### src/rtl/project_blastn_dispatch_unit_pkg.sv
// Message formats for the xcel config request and response streams.
package project_blastn_dispatch_unit_pkg;

  localparam logic XCEL_READ  = 1'b0;
  localparam logic XCEL_WRITE = 1'b1;

  typedef struct packed {
    logic [7:0]  opaque;
    logic        msg_type;
    logic [4:0]  addr;
    logic [31:0] data;
  } xcel_req_t;

  typedef struct packed {
    logic [7:0]  opaque;
    logic        msg_type;
    logic [31:0] data;
  } xcel_resp_t;

endpackage

### src/rtl/project_blastn_dispatch_unit_if.sv
// xcel request/response stream bundle; the dispatcher is the slave side.
interface project_blastn_dispatch_unit_if;
  import project_blastn_dispatch_unit_pkg::*;

  xcel_req_t  xcel_reqstream_msg;
  logic       xcel_reqstream_val;
  logic       xcel_reqstream_rdy;
  xcel_resp_t xcel_respstream_msg;
  logic       xcel_respstream_val;
  logic       xcel_respstream_rdy;

  modport slave (
    input  xcel_reqstream_msg, xcel_reqstream_val, xcel_respstream_rdy,
    output xcel_reqstream_rdy, xcel_respstream_msg, xcel_respstream_val
  );

  modport master (
    output xcel_reqstream_msg, xcel_reqstream_val, xcel_respstream_rdy,
    input  xcel_reqstream_rdy, xcel_respstream_msg, xcel_respstream_val
  );
endinterface

### src/rtl/project_blastn_dispatch_unit.sv
// BLASTN job dispatcher: xcel register file, job FIFO, round-robin lane arbiter, completion counter.
// Push to lane valid is two cycles (no bypass); a push to a full FIFO waits in the input buffer.
module project_blastn_dispatch_unit
  import project_blastn_dispatch_unit_pkg::*;
#(
  parameter int NUM_LANES = 4,
  parameter int JOB_DEPTH = 8,
  parameter int DESC_W    = 256
) (
  input  logic                          clk,
  input  logic                          reset,
  project_blastn_dispatch_unit_if.slave xcel,
  output logic [NUM_LANES-1:0]          ostream_val,
  input  logic [NUM_LANES-1:0]          ostream_rdy,
  output logic [NUM_LANES*DESC_W-1:0]   ostream_msg,
  input  logic [NUM_LANES-1:0]          done,
  output logic [NUM_LANES-1:0]          lane_busy,
  output logic [31:0]                   jobs_done
);
  localparam int PTR_W  = $clog2(JOB_DEPTH);
  localparam int CNT_W  = $clog2(JOB_DEPTH + 1);
  localparam int LANE_W = (NUM_LANES > 1) ? $clog2(NUM_LANES) : 1;
  localparam int NFIELD = DESC_W / 32;

  typedef enum logic [1:0] {S_IDLE, S_SEND, S_BUSY} lane_state_t;

  xcel_req_t         r_req;
  logic              r_req_full;
  logic [DESC_W-1:0] r_staging;
  logic [DESC_W-1:0] r_fifo [JOB_DEPTH];
  logic [PTR_W-1:0]  r_wr_ptr;
  logic [PTR_W-1:0]  r_rd_ptr;
  logic [CNT_W-1:0]  r_count;
  logic [LANE_W-1:0] r_rr_ptr;
  lane_state_t       r_state [NUM_LANES];
  lane_state_t       w_state_nxt [NUM_LANES];
  logic [DESC_W-1:0] r_msg [NUM_LANES];
  logic [31:0]       r_jobs_done;

  logic              w_is_push;
  logic              w_fifo_full;
  logic              w_resp_val;
  logic              w_deq;
  logic              w_enq;
  logic              w_write;
  logic              w_push;
  logic              w_clear;
  logic              w_grant;
  logic [LANE_W-1:0] w_grant_idx;
  logic [31:0]       w_rdata;
  logic [31:0]       w_done_cnt;
  xcel_resp_t        w_resp;

  // A full FIFO blocks only the push; every other request is always serviceable.
  assign w_is_push   = (r_req.msg_type == XCEL_WRITE) && (r_req.addr == 5'd0);
  assign w_fifo_full = (r_count == CNT_W'(JOB_DEPTH));
  assign w_resp_val  = r_req_full && !(w_is_push && w_fifo_full);
  assign w_deq       = w_resp_val && xcel.xcel_respstream_rdy;
  assign w_enq       = xcel.xcel_reqstream_val && xcel.xcel_reqstream_rdy;
  assign w_write     = w_deq && (r_req.msg_type == XCEL_WRITE);
  assign w_push      = w_write && (r_req.addr == 5'd0);
  assign w_clear     = w_write && (r_req.addr == 5'd11);

  assign xcel.xcel_reqstream_rdy  = reset && (!r_req_full || w_deq);
  assign xcel.xcel_respstream_val = w_resp_val;
  assign xcel.xcel_respstream_msg = w_resp;
  assign jobs_done                = r_jobs_done;

  always_ff @(posedge clk or negedge reset) begin
    if (!reset) begin
      r_req_full <= 1'b0;
      r_req      <= '0;
    end else if (w_enq) begin
      r_req_full <= 1'b1;
      r_req      <= xcel.xcel_reqstream_msg;
    end else if (w_deq) begin
      r_req_full <= 1'b0;
    end
  end

  always_comb begin
    w_rdata = '0;
    case (r_req.addr)
      5'd0:    w_rdata = {31'd0, (r_count == '0) && (lane_busy == '0)};
      5'd9:    w_rdata = 32'(r_count);
      5'd10:   w_rdata = r_jobs_done;
      5'd12:   w_rdata = 32'(lane_busy);
      default: w_rdata = '0;
    endcase
  end

  always_comb begin
    w_resp = '0;
    if (w_resp_val) begin
      w_resp.opaque   = r_req.opaque;
      w_resp.msg_type = r_req.msg_type;
      w_resp.data     = (r_req.msg_type == XCEL_WRITE) ? 32'd0 : w_rdata;
    end
  end

  always_ff @(posedge clk or negedge reset) begin
    if (!reset) begin
      r_staging <= '0;
    end else if (w_write && (r_req.addr >= 5'd1) && (r_req.addr <= 5'(NFIELD))) begin
      r_staging[32*(int'(r_req.addr)-1) +: 32] <= r_req.data;
    end
  end

  always_ff @(posedge clk) begin
    if (w_push) begin
      r_fifo[r_wr_ptr] <= r_staging;
    end
  end

  always_ff @(posedge clk or negedge reset) begin
    if (!reset) begin
      r_wr_ptr <= '0;
      r_rd_ptr <= '0;
      r_count  <= '0;
    end else begin
      if (w_push) r_wr_ptr <= r_wr_ptr + PTR_W'(1);
      if (w_grant) r_rd_ptr <= r_rd_ptr + PTR_W'(1);
      if (w_push && !w_grant) r_count <= r_count + CNT_W'(1);
      else if (!w_push && w_grant) r_count <= r_count - CNT_W'(1);
    end
  end

  // First IDLE lane at or after rr_ptr, wrapping; the FIFO head goes to it this cycle.
  always_comb begin
    int c;
    c           = 0;
    w_grant     = 1'b0;
    w_grant_idx = '0;
    for (int k = 0; k < NUM_LANES; k++) begin
      c = int'(r_rr_ptr) + k;
      if (c >= NUM_LANES) c = c - NUM_LANES;
      if (!w_grant && (r_count != '0) && (r_state[LANE_W'(c)] == S_IDLE)) begin
        w_grant     = 1'b1;
        w_grant_idx = LANE_W'(c);
      end
    end
  end

  always_ff @(posedge clk or negedge reset) begin
    if (!reset) begin
      r_rr_ptr <= '0;
    end else if (w_grant) begin
      r_rr_ptr <= (w_grant_idx == LANE_W'(NUM_LANES-1)) ? '0 : w_grant_idx + LANE_W'(1);
    end
  end

  always_ff @(posedge clk or negedge reset) begin
    if (!reset) begin
      for (int i = 0; i < NUM_LANES; i++) begin
        r_state[i] <= S_IDLE;
        r_msg[i]   <= '0;
      end
    end else begin
      for (int i = 0; i < NUM_LANES; i++) begin
        r_state[i] <= w_state_nxt[i];
        if (w_grant && (w_grant_idx == LANE_W'(i))) r_msg[i] <= r_fifo[r_rd_ptr];
      end
    end
  end

  // done only counts for lanes in BUSY; pulses during IDLE/SEND are dropped.
  always_comb begin
    w_done_cnt = '0;
    for (int i = 0; i < NUM_LANES; i++) begin
      w_state_nxt[i] = r_state[i];
      case (r_state[i])
        S_IDLE: if (w_grant && (w_grant_idx == LANE_W'(i))) w_state_nxt[i] = S_SEND;
        S_SEND: if (ostream_rdy[i]) w_state_nxt[i] = S_BUSY;
        S_BUSY: if (done[i]) begin
          w_state_nxt[i] = S_IDLE;
          w_done_cnt     = w_done_cnt + 32'd1;
        end
        default: w_state_nxt[i] = S_IDLE;
      endcase
    end
  end

  always_comb begin
    ostream_val = '0;
    lane_busy   = '0;
    ostream_msg = '0;
    for (int i = 0; i < NUM_LANES; i++) begin
      ostream_val[i] = (r_state[i] == S_SEND);
      lane_busy[i]   = (r_state[i] != S_IDLE);
      if (r_state[i] == S_SEND) ostream_msg[i*DESC_W +: DESC_W] = r_msg[i];
    end
  end

  always_ff @(posedge clk or negedge reset) begin
    if (!reset) begin
      r_jobs_done <= '0;
    end else if (w_clear) begin
      r_jobs_done <= w_done_cnt;
    end else begin
      r_jobs_done <= r_jobs_done + w_done_cnt;
    end
  end

endmodule

### src/flat_wrapper.sv
// flat-port wrapper written by rule: the top's interface ports become plain ports
module project_blastn_dispatch_unit_flat import project_blastn_dispatch_unit_pkg::*;
#(
  parameter int NUM_LANES = 4,
  parameter int JOB_DEPTH = 8,
  parameter int DESC_W    = 256
)
  (clk, reset, ostream_val, ostream_rdy, ostream_msg, done, lane_busy, jobs_done, xcel_xcel_reqstream_msg, xcel_xcel_reqstream_val, xcel_xcel_respstream_rdy, xcel_xcel_reqstream_rdy, xcel_xcel_respstream_msg, xcel_xcel_respstream_val);
  project_blastn_dispatch_unit_if xcel_i ();
  input  logic clk;
  input  logic reset;
  output logic [NUM_LANES-1:0] ostream_val;
  input  logic [NUM_LANES-1:0] ostream_rdy;
  output logic [NUM_LANES*DESC_W-1:0] ostream_msg;
  input  logic [NUM_LANES-1:0] done;
  output logic [NUM_LANES-1:0] lane_busy;
  output logic [31:0] jobs_done;
  input wire logic [$bits(xcel_i.xcel_reqstream_msg)-1:0] xcel_xcel_reqstream_msg;
  input wire logic [$bits(xcel_i.xcel_reqstream_val)-1:0] xcel_xcel_reqstream_val;
  input wire logic [$bits(xcel_i.xcel_respstream_rdy)-1:0] xcel_xcel_respstream_rdy;
  output wire logic [$bits(xcel_i.xcel_reqstream_rdy)-1:0] xcel_xcel_reqstream_rdy;
  output wire logic [$bits(xcel_i.xcel_respstream_msg)-1:0] xcel_xcel_respstream_msg;
  output wire logic [$bits(xcel_i.xcel_respstream_val)-1:0] xcel_xcel_respstream_val;
  assign xcel_i.xcel_reqstream_msg = xcel_xcel_reqstream_msg;
  assign xcel_i.xcel_reqstream_val = xcel_xcel_reqstream_val;
  assign xcel_i.xcel_respstream_rdy = xcel_xcel_respstream_rdy;
  assign xcel_xcel_reqstream_rdy = xcel_i.xcel_reqstream_rdy;
  assign xcel_xcel_respstream_msg = xcel_i.xcel_respstream_msg;
  assign xcel_xcel_respstream_val = xcel_i.xcel_respstream_val;
  project_blastn_dispatch_unit #(.NUM_LANES(NUM_LANES), .JOB_DEPTH(JOB_DEPTH), .DESC_W(DESC_W)) u_core (.clk(clk), .reset(reset), .xcel(xcel_i), .ostream_val(ostream_val), .ostream_rdy(ostream_rdy), .ostream_msg(ostream_msg), .done(done), .lane_busy(lane_busy), .jobs_done(jobs_done));
endmodule
### config.mk
export PLATFORM = sky130hd
export DESIGN_NAME = project_blastn_dispatch_unit_flat
export DESIGN_NICKNAME = d
export VERILOG_FILES = /design/src/rtl/project_blastn_dispatch_unit_pkg.sv /design/src/rtl/project_blastn_dispatch_unit_if.sv /design/src/rtl/project_blastn_dispatch_unit.sv /design/src/flat_wrapper.sv
export SDC_FILE = /design/constraint.sdc
export NUM_CORES = 2
export LEC_CHECK = 0
export BUFFER_PORTS_ARGS = -buffer_cell sky130_fd_sc_hd__buf_2
export CORE_ASPECT_RATIO = 0.6
export CORE_MARGIN = 8
export CORE_UTILIZATION = 55
export CTS_BUF_LIST = sky130_fd_sc_hd__clkbuf_16
export CTS_CLUSTER_SIZE = 16
export DETAILED_ROUTE_END_ITERATION = 7
export PLACE_DENSITY = 0.75
export SYNTH_ARGS = -nofsm -noshare
export SYNTH_HDL_FRONTEND = slang
export SYNTH_SLANG_ARGS = --single-unit
### constraint.sdc
create_clock -name clk -period 58.8 [get_ports clk]
set_clock_uncertainty 0.05 [all_clocks]
set_input_delay 8.82 -clock clk [delete_from_list [all_inputs] [get_ports clk]]
set_output_delay 8.82 -clock clk [all_outputs]
set_load 0.02 [all_outputs]
==> run metrics <==
result of the run=completed; # port buffers=1164; Area contributors post-synth=sky130_fd_sc_hd__edfxtp_1, sky130_fd_sc_hd__dfrtp_1, sky130_fd_sc_hd__mux4_2; most area-hungry cell type in the Yosys netlist=sky130_fd_sc_hd__edfxtp_1; maximum buffer depth of the clock tree=4; wire length of the first global-routing pass=533000 microns; total chip power=8.01 mW; routed len/inst=27.3 microns; ratio of total power to cell area=51.9 nW/um^2; Setup crit start kind=input pin; largest net degree at the start of global routing=182; clock tree sinks=3427; crit share post-route=31.8%; overall track demand over capacity in global routing=27.2%; Clk Tree Root Cell=sky130_fd_sc_hd__clkbuf_16; Post-CTS Hold Buffers=0; Slew @ Worst Pin=1.25 ns; post-synthesis register bit count=3427; final setup margin=40.12 ns; Netlist cell types=64; vias after detailed routing=79500; number of maximum-capacitance constraint violations=0; synthesized net count=8844; WS Path Type=input pin to output pin; sum of net half-perimeters after detailed placement=217000 microns; class of the tightest hold or removal check=flop to flop; final setup violating endpoints=0; Setup TNS=0 ns; share of flip-flops with an asynchronous set or reset after synthesis=40.2%; placeable core area=245000 sq um; vias in the first global route=81000; total of warnings raised by yosys=0; count of buffers added by post-CTS timing repair for setup=0; unrepaired setup endpoints after global routing=no; post-synthesis average cell area=15.4 sq um; GRT Residual Overflow=0; Post-layout nets=9871; final non-filler cell area=154000 sq um; worst hold slack=0.420 ns; cell count after synthesis=8756; area share of the largest cell type after synthesis=45.5%; netlist area before placement=135000 sq um; max_slew headroom=14.6%; max-slew violation count=0; core utilization of the finished layout=62.9%; Worst-Skew Late Latency=0.84 ns; CTS tree=built; number of standard cells in the final layout excluding fillers=13400; prevailing post-synth register cell=sky130_fd_sc_hd__edfxtp_1; post-detailed-route count of antenna-violating nets=0; number of enable flip-flop cells after synthesis=2048; worst-case setup slack after placement=40.14 ns; violation count after the first detailed-route iteration=8835; Min Clock Period, post-route=18.68 ns; num ports=1165; commonest non-fill, non-tap cells in the layout=sky130_fd_sc_hd__edfxtp_1, sky130_fd_sc_hd__dfrtp_1, sky130_fd_sc_hd__buf_2; starting density of the core=55.1%; width of the die=656 microns; Layout area overhead=14.2%; count of fill cells added during filler insertion=17400; via density per instance=5.95; number of H-tree branching levels=5; P_leak=64.2 nW; peak ir drop on the vdd network=0.0000678 V; number of antenna violations at the first check in global routing=58; total die area=262000 sq um; floorplan die height=400 microns; total CTS buffers=310; Fmax achieved=53.5 MHz; routed wire length=365000 microns; Final Hold Viols=0; weighted congestion at the end of routability-driven global placement=0.848; Max Fanout on Critical Path=3; fraction of final layout cells sized beyond drive strength 1=24.7%; Seq/Total Area, Yosys=71.1%; count of standard-cell rows=141; first-pass detailed-route iteration total=5; remaining design rule violation count=0; placed cells=12800; post-place instance area=144000 sq um; leading cell type in the layout, fill and taps excluded=sky130_fd_sc_hd__edfxtp_1; clock transition at the registers of the reported paths=0.06 ns; post_cts resized=0; WP data arrival=9.81 ns; sort of element at the end of the critical path=output pin; Critical Path RT=49.93 ns
==> power by group <==
part           switching [mW]  leakage [nW]  total, mW  internal (mW)
Sequential              0.319          36.4       3.30           2.98
Clock                   0.882          5.14       2.00           1.11
Combinational            1.84          22.6       2.71          0.871
Total                    3.04          64.2       8.01           4.97
==> critical path, cell delays in order <==
cell	delay, ns
sky130_fd_sc_hd__buf_2	0.18
sky130_fd_sc_hd__inv_1	0.08
sky130_fd_sc_hd__o21ai_0	0.35
sky130_fd_sc_hd__and2_1	0.21
sky130_fd_sc_hd__buf_2	0.17
==> routing by layer <==
layer | GRT usage (%) | wire length (microns)
met5 | 0 | 0
met4 | 10.2 | 13500
met3 | 5.13 | 30300
met2 | 44.0 | 176000
met1 | 37.2 | 146000
==> cell usage after synthesis (all sizes together) (39+ instances only) <==
cell / count
edfxtp: 2048
dfrtp: 1379
nand2: 1071
o21ai: 1060
and2: 1056
mux4: 514
clkbuf: 457
mux2i: 351
mux2: 227
buf: 123
inv: 99
o211ai: 65
nor2: 39
==> cells by family (layout without fill, tap and decap cells) <==
| group | after synthesis | in the layout | share of synthesized area [%] |
|---|---|---|---|
| adders and majority gates | 30 | 30 | 0.289 |
| muxes | 1092 | 1092 | 13.1 |
| xor gates and xnor gates | 30 | 30 | 0.195 |
| DFF | 3427 | 3427 | 71.1 |
| buffers and inverters | 682 | 1956 | 1.98 |
| AOI/OAI and AO/OA | 1187 | 1187 | 4.64 |
| other | 0 | 61 | 0 |
| and+or+nand+nor | 2308 | 2308 | 8.67 |
==> state kept, by name, summed over array words and instances, names as in the netlist, 2 cells and up <==
signal	count
u_core.r_fifo	2048
u_core.r_msg	1024
u_core.r_staging	256
u_core.r_req	46
u_core.jobs_done	32
u_core.r_state	8
u_core.r_count	4
u_core.r_rd_ptr	3
u_core.r_wr_ptr	3
u_core.r_rr_ptr	2
==> path summary, 6_finish.rpt <==
kind                                               startpoint                            end  slack, ns  depth (start not counted)
max in group asynchronous                               reset  u_core.r_msg[393]$_DFFE_PN0P_      46.82                          5
worst max register to register  u_core.r_state[3]$_DFFE_PN0P_  u_core.r_msg[357]$_DFFE_PN0P_      52.52                         11
worst min-delay path            u_core.r_msg[239]$_DFFE_PN0P_  u_core.r_msg[239]$_DFFE_PN0P_       0.42                          2
worst max-delay path                 xcel_xcel_respstream_rdy        xcel_xcel_reqstream_rdy      40.12                          5
worst min register to register  u_core.r_msg[239]$_DFFE_PN0P_  u_core.r_msg[239]$_DFFE_PN0P_       0.42                          2
min in group asynchronous                               reset  u_core.r_msg[297]$_DFFE_PN0P_       7.84                          1
==> cell type report <==
class | instances | area, sq um | share of cell area, %
multi-input combinational | 4647 | 36600 | 23.7
tap | 3289 | 4120 | 2.67
sequential | 3427 | 96100 | 62.3
timing repair buffer | 1295 | 7000 | 4.54
clock inverter | 240 | 1970 | 1.28
clock buffer | 319 | 7980 | 5.17
antenna | 61 | 153 | 0.0989
inverter | 102 | 383 | 0.248
Note: power is estimated with default switching activity, not from simulation.
